File: src/rtl/chip8_timer_regs_pkg.sv
// Shared CHIP-8 timer definitions, used by the tick generator, CPU and timer block.
package chip8_timer_regs_pkg;

    // Width of the delay and sound timers.
    localparam int unsigned TIMER_W = 8;

    // Rate of the timer tick pulse.
    localparam int unsigned TICK_HZ = 60;

    // Clocks per buzzer half-period for a given system clock and tone.
    function automatic int unsigned half_period(input int unsigned clock_hz,
                                                input int unsigned tone_hz);
        return clock_hz / (2 * tone_hz);
    endfunction

endpackage

File: src/rtl/chip8_tone_gen.sv
// Square-wave tone generator: toggles out every HALF_PER clocks while enabled.
// Disabled forces out low and reloads the counter, so every tone starts with a full low half-period.
module chip8_tone_gen #(
    parameter int unsigned HALF_PER = 5
) (
    input  logic clk,
    input  logic rst_n,
    input  logic enable,
    output logic out
);

    localparam logic [31:0] Reload = 32'(HALF_PER - 1);

    logic [31:0] cnt_q, cnt_d;
    logic        out_q, out_d;

    // Next-state: count down while enabled, toggle and reload on reaching zero.
    always_comb begin
        cnt_d = Reload;
        out_d = 1'b0;
        if (enable) begin
            if (cnt_q == 32'd0) begin
                cnt_d = Reload;
                out_d = ~out_q;
            end else begin
                cnt_d = cnt_q - 32'd1;
                out_d = out_q;
            end
        end
    end

    // Counter and toggle flop with synchronous reset.
    always_ff @(posedge clk) begin
        if (!rst_n) begin
            cnt_q <= Reload;
            out_q <= 1'b0;
        end else begin
            cnt_q <= cnt_d;
            out_q <= out_d;
        end
    end

    assign out = out_q;

endmodule

File: src/rtl/chip8_timer_regs.sv
// CHIP-8 delay and sound timers: loaded by the CPU, decremented by the 60 Hz tick,
// with a buzzer tone while the sound timer is non-zero.
module chip8_timer_regs
    import chip8_timer_regs_pkg::*;
#(
    parameter int unsigned CLOCK_HZ = 12000000,
    parameter int unsigned TONE_HZ  = 440
) (
    input  logic               clk,
    input  logic               rst_n,
    input  logic               tick_60hz,
    input  logic               wr_dt,
    input  logic               wr_st,
    input  logic [TIMER_W-1:0] wr_data,
    output logic [TIMER_W-1:0] dt_value,
    output logic [TIMER_W-1:0] st_value,
    output logic               sound_active,
    output logic               dt_expired,
    output logic               buzzer
);

    localparam int unsigned HALF_PER = half_period(CLOCK_HZ, TONE_HZ);
    localparam logic [TIMER_W-1:0] TimerOne = TIMER_W'(1);

    logic [TIMER_W-1:0] dt_q, dt_d;
    logic [TIMER_W-1:0] st_q, st_d;
    logic               expired_q, expired_d;

    // Write beats tick for the same timer; a zero timer never wraps.
    always_comb begin
        dt_d = dt_q;
        st_d = st_q;
        if (wr_dt) begin
            dt_d = wr_data;
        end else if (tick_60hz && (dt_q != '0)) begin
            dt_d = dt_q - TimerOne;
        end
        if (wr_st) begin
            st_d = wr_data;
        end else if (tick_60hz && (st_q != '0)) begin
            st_d = st_q - TimerOne;
        end
        // Only a real tick-driven 1->0 transition counts as expiry.
        expired_d = tick_60hz && !wr_dt && (dt_q == TimerOne);
    end

    // Timer registers and expiry pulse flop.
    always_ff @(posedge clk) begin
        if (!rst_n) begin
            dt_q      <= '0;
            st_q      <= '0;
            expired_q <= 1'b0;
        end else begin
            dt_q      <= dt_d;
            st_q      <= st_d;
            expired_q <= expired_d;
        end
    end

    assign dt_value     = dt_q;
    assign st_value     = st_q;
    assign dt_expired   = expired_q;
    assign sound_active = (st_q != '0);

    chip8_tone_gen #(
        .HALF_PER (HALF_PER)
    ) u_tone_gen (
        .clk    (clk),
        .rst_n  (rst_n),
        .enable (sound_active),
        .out    (buzzer)
    );

endmodule

File: config.mk
export PLATFORM = sky130hd
export DESIGN_NAME = chip8_timer_regs
export DESIGN_NICKNAME = d
export VERILOG_FILES = /design/src/rtl/chip8_timer_regs_pkg.sv /design/src/rtl/chip8_tone_gen.sv /design/src/rtl/chip8_timer_regs.sv
export SDC_FILE = /design/constraint.sdc
export NUM_CORES = 1
export LEC_CHECK = 0
export BUFFER_PORTS_ARGS = -buffer_cell sky130_fd_sc_hd__buf_2
export CORE_UTILIZATION = 60
export CTS_CLUSTER_DIAMETER = 80
export DETAILED_ROUTE_END_ITERATION = 8
export GPL_ROUTABILITY_DRIVEN = 1
export GPL_TIMING_DRIVEN = 0
export PLACE_DENSITY = 0.82
export SLEW_MARGIN = 20
export SYNTH_ARGS = -nofsm -noshare
export SYNTH_HDL_FRONTEND = slang
export SYNTH_SLANG_ARGS = --single-unit
export TNS_END_PERCENT = 1
File: constraint.sdc
create_clock -name clk -period 4.6 [get_ports clk]
set_input_delay 0.92 -clock clk [delete_from_list [all_inputs] [get_ports clk]]
set_output_delay 0.92 -clock clk [all_outputs]
set_load 0.05 [all_outputs]
==> results.md <==
* Clk buf depth at 2
* Setup Buffers After CTS at 0
* Unrepaired setup endpoints after global routing: false
* Overall Global Routing Usage at 26.1%
* Mapped Area at 2520 um2
* Worst-Margin Slew at 763 ps
* # H-tree levels at 2
* Clock Tree Root: clkbuf_8
* CTS Buf Count at 5
* Leak pwr at 1.18 nW
* Vias in the first global route at 1917
* Yosys synthesis warning count at 0
* Wire per inst at 13.2 um
* 1st-pass router iterations at 5
* Max cap viols at 0
* Synth area leaders: dfxtp_1, nor2_1, xnor2_1, a21oi_1, nand2_1
* Hpwl dp at 3730 um
* Worst vdd ir at 243 uV
* CP cell instances: inv_1 -> ha_1 -> nor3b_1 -> nand2_1 -> buf_2
* Nets at 361
* CTS-repair resized insts at 0
* Ports at 32
* Total gr overflow at 0
* CTS Hold Bufs at 0
* Critical path endpoint category: primary output
* Layout cell share with drive strength beyond 1 at 14.3%
* Critical path class: reg2out
* Status: complete, no violations
* Fmax at 372 MHz
* Top FF cell, synth: dfxtp_1
* Setup violation total in the final timing report at 0
* Layout area overhead at 12.2%
* EDFF count, synth at 0
* CP max-delay cell: dfxtp_1
* Vias at 2206
* Fraction of registers with async set/reset at 0%
* Worst-path fanout max at 4
* Final Hold Vio Count at 0
* CP max stage delay at 360 ps
* Post-Synthesis Cells at 305
* Pwr/cell area at 324 nW/um2
* Worst Path Arrival at 1770 ps
* Filler cells at 354
* Clock Latency Late Sink at 310 ps
* Initial Utilization at 62.5%
* CP Launch Type: register
* Largest net degree at the start of global routing at 16
* PortBufs at 30
* Ant. Diodes at 0
* Area leader, netlist: dfxtp_1
* Multi-input logic area at 1430 um2
* Final hold slack at 438 ps
* CTS tree: done
* Vias/cell at 5.61
* Syn_nets at 324
* Minimum clock period at 2690 ps
* Min-delay worst type: reg2reg
* Die width at 66.8 um
* Distinct cell type count of the synthesized netlist at 42
* Req. time, crit path at 3680 ps
* Setup TNS at 0 ps
* Synth top area share at 39.7%
* Final worst path period share at 58.4%
* Reg area at 1000 um2
* Die Footprint at 4460 um2
* Site Rows at 23
* Clk_skew at 8.88 ps
* Die height at 66.8 um
* DRT antenna net count at 0
* CTS sink count at 50
* WL final at 5180 um
* DRT iter0 DRCs at 101
* Post-synthesis sequential area ratio at 39.7%
* Slew Viols, Final at 0
* Placer's final routability congestion estimate at 0.834
* Synthesized flop and latch total at 50
* Post-synthesis area per instance at 8.26 um2
* Worst-path clk slew at 90 ps
* DRC violations left at 0
* Core footprint at 4030 um2
* First-pass GRT wire length at 8630 um
* Max-slew headroom at 48.7%
* Initial antenna violation count at 0
==> cells in the final DEF, fill, tap and decap left out, drive strengths merged, types with 10 or more instances in the layout <==
cell type and instances:
a21oi 23, buf 34, clkbuf 12, dfxtp 50, inv 11, nand2 30
nand3 13, nor2 47, nor4 15, o21ai 10, xnor2 18, xor2 11
==> Yosys cell counts (6+ instances only) <==
library cell,n
o21ai_0,10
nor3_1,9
a21oi_1,23
inv_1,11
ha_1,6
xnor2_1,18
dfxtp_1,50
nand2_1,28
or3_1,9
nor4_1,14
clkbuf_1,6
or4_1,6
mux2i_1,7
xor2_1,11
nor2_1,47
nand3_1,11
==> metal layers <==
layer / wire length (um) / global-route usage (%) / vias to the layer above
li1: - / - / 1143
met3: 212 / 8.05 / 7
met2: 2460 / 42.9 / 38
met4: 71 / 9.31 / 0
met1: 2440 / 31.7 / 1018
met5: 0 / 0 / -
==> layout make-up <==
cell class              instances  share of cell area (%)
multi-input cells             234                    50.7
flip-flops and latches         50                    35.4
repair buffers                 30                    5.31
clock buffers                   6                    2.92
well taps                      50                    2.21
plain buffers                  10                    1.55
inverters                      11                    1.46
clock inverters                 2                   0.443
==> sequential cells by signal (all words and copies together), names as in the netlist <==
signal	count
dt_expired	1
dt_value	8
st_value	8
u_tone_gen.cnt_q	32
u_tone_gen.out	1
==> power by group <==
part | total (W) | leakage [nW] | internal [W] | switching [W]
sequential | 0.000472 | 0.408 | 0.000451 | 0.0000209
clock | 0.000271 | 0.0472 | 0.000121 | 0.000150
combinational | 0.000172 | 0.728 | 0.0000562 | 0.000116
==> logic make-up after synthesis <==
logic type / share of synthesized area [%]
flip-flops: 39.7
XOR/XNOR: 10.1
AND/OR/NAND/NOR: 30.9
AO/OA/AOI/OAI: 10.1
multiplexers: 2.78
buffers and inverters: 3.38
adder cells (fa/ha/maj): 2.98
==> critical path, delay by kind of cell (launching register included) <==
kind          cells  cell delay (ps)
simple gates      2              570
flops             1              360
buf+inv           2              360
fa+ha+maj         1              160
==> worst paths after layout <==
check / from / end / slack, ps / cells past startpoint
worst max-delay path: st_value[0] / sound_active / 1910 / 5
worst min-delay path: u_tone_gen.cnt_q[0] / u_tone_gen.cnt_q[0] / 440 / 1
worst max register to register: u_tone_gen.cnt_q[0] / u_tone_gen.cnt_q[25] / 1980 / 9
worst min register to register: u_tone_gen.cnt_q[0] / u_tone_gen.cnt_q[0] / 440 / 1
==> through the flow <==
| step | instances | util, % | area [um2] | power [W] | worst slack (ps) |
|---|---|---|---|---|---|
| after floorplan | 305 | - | 2520 | 0.000612 | 2090 |
| after global routing | 393 | 70.2 | 2830 | 0.000959 | 1750 |
| after CTS | 393 | 70.2 | 2830 | 0.000920 | 1900 |
| final | 393 | 70.2 | 2830 | 0.000915 | 1910 |
| after detailed placement | 385 | 67.8 | 2730 | 0.000653 | 1960 |
| after global placement | 385 | 67.8 | 2730 | 0.000650 | 1970 |
No activity file was read; power rests on OpenSTA's default activity.
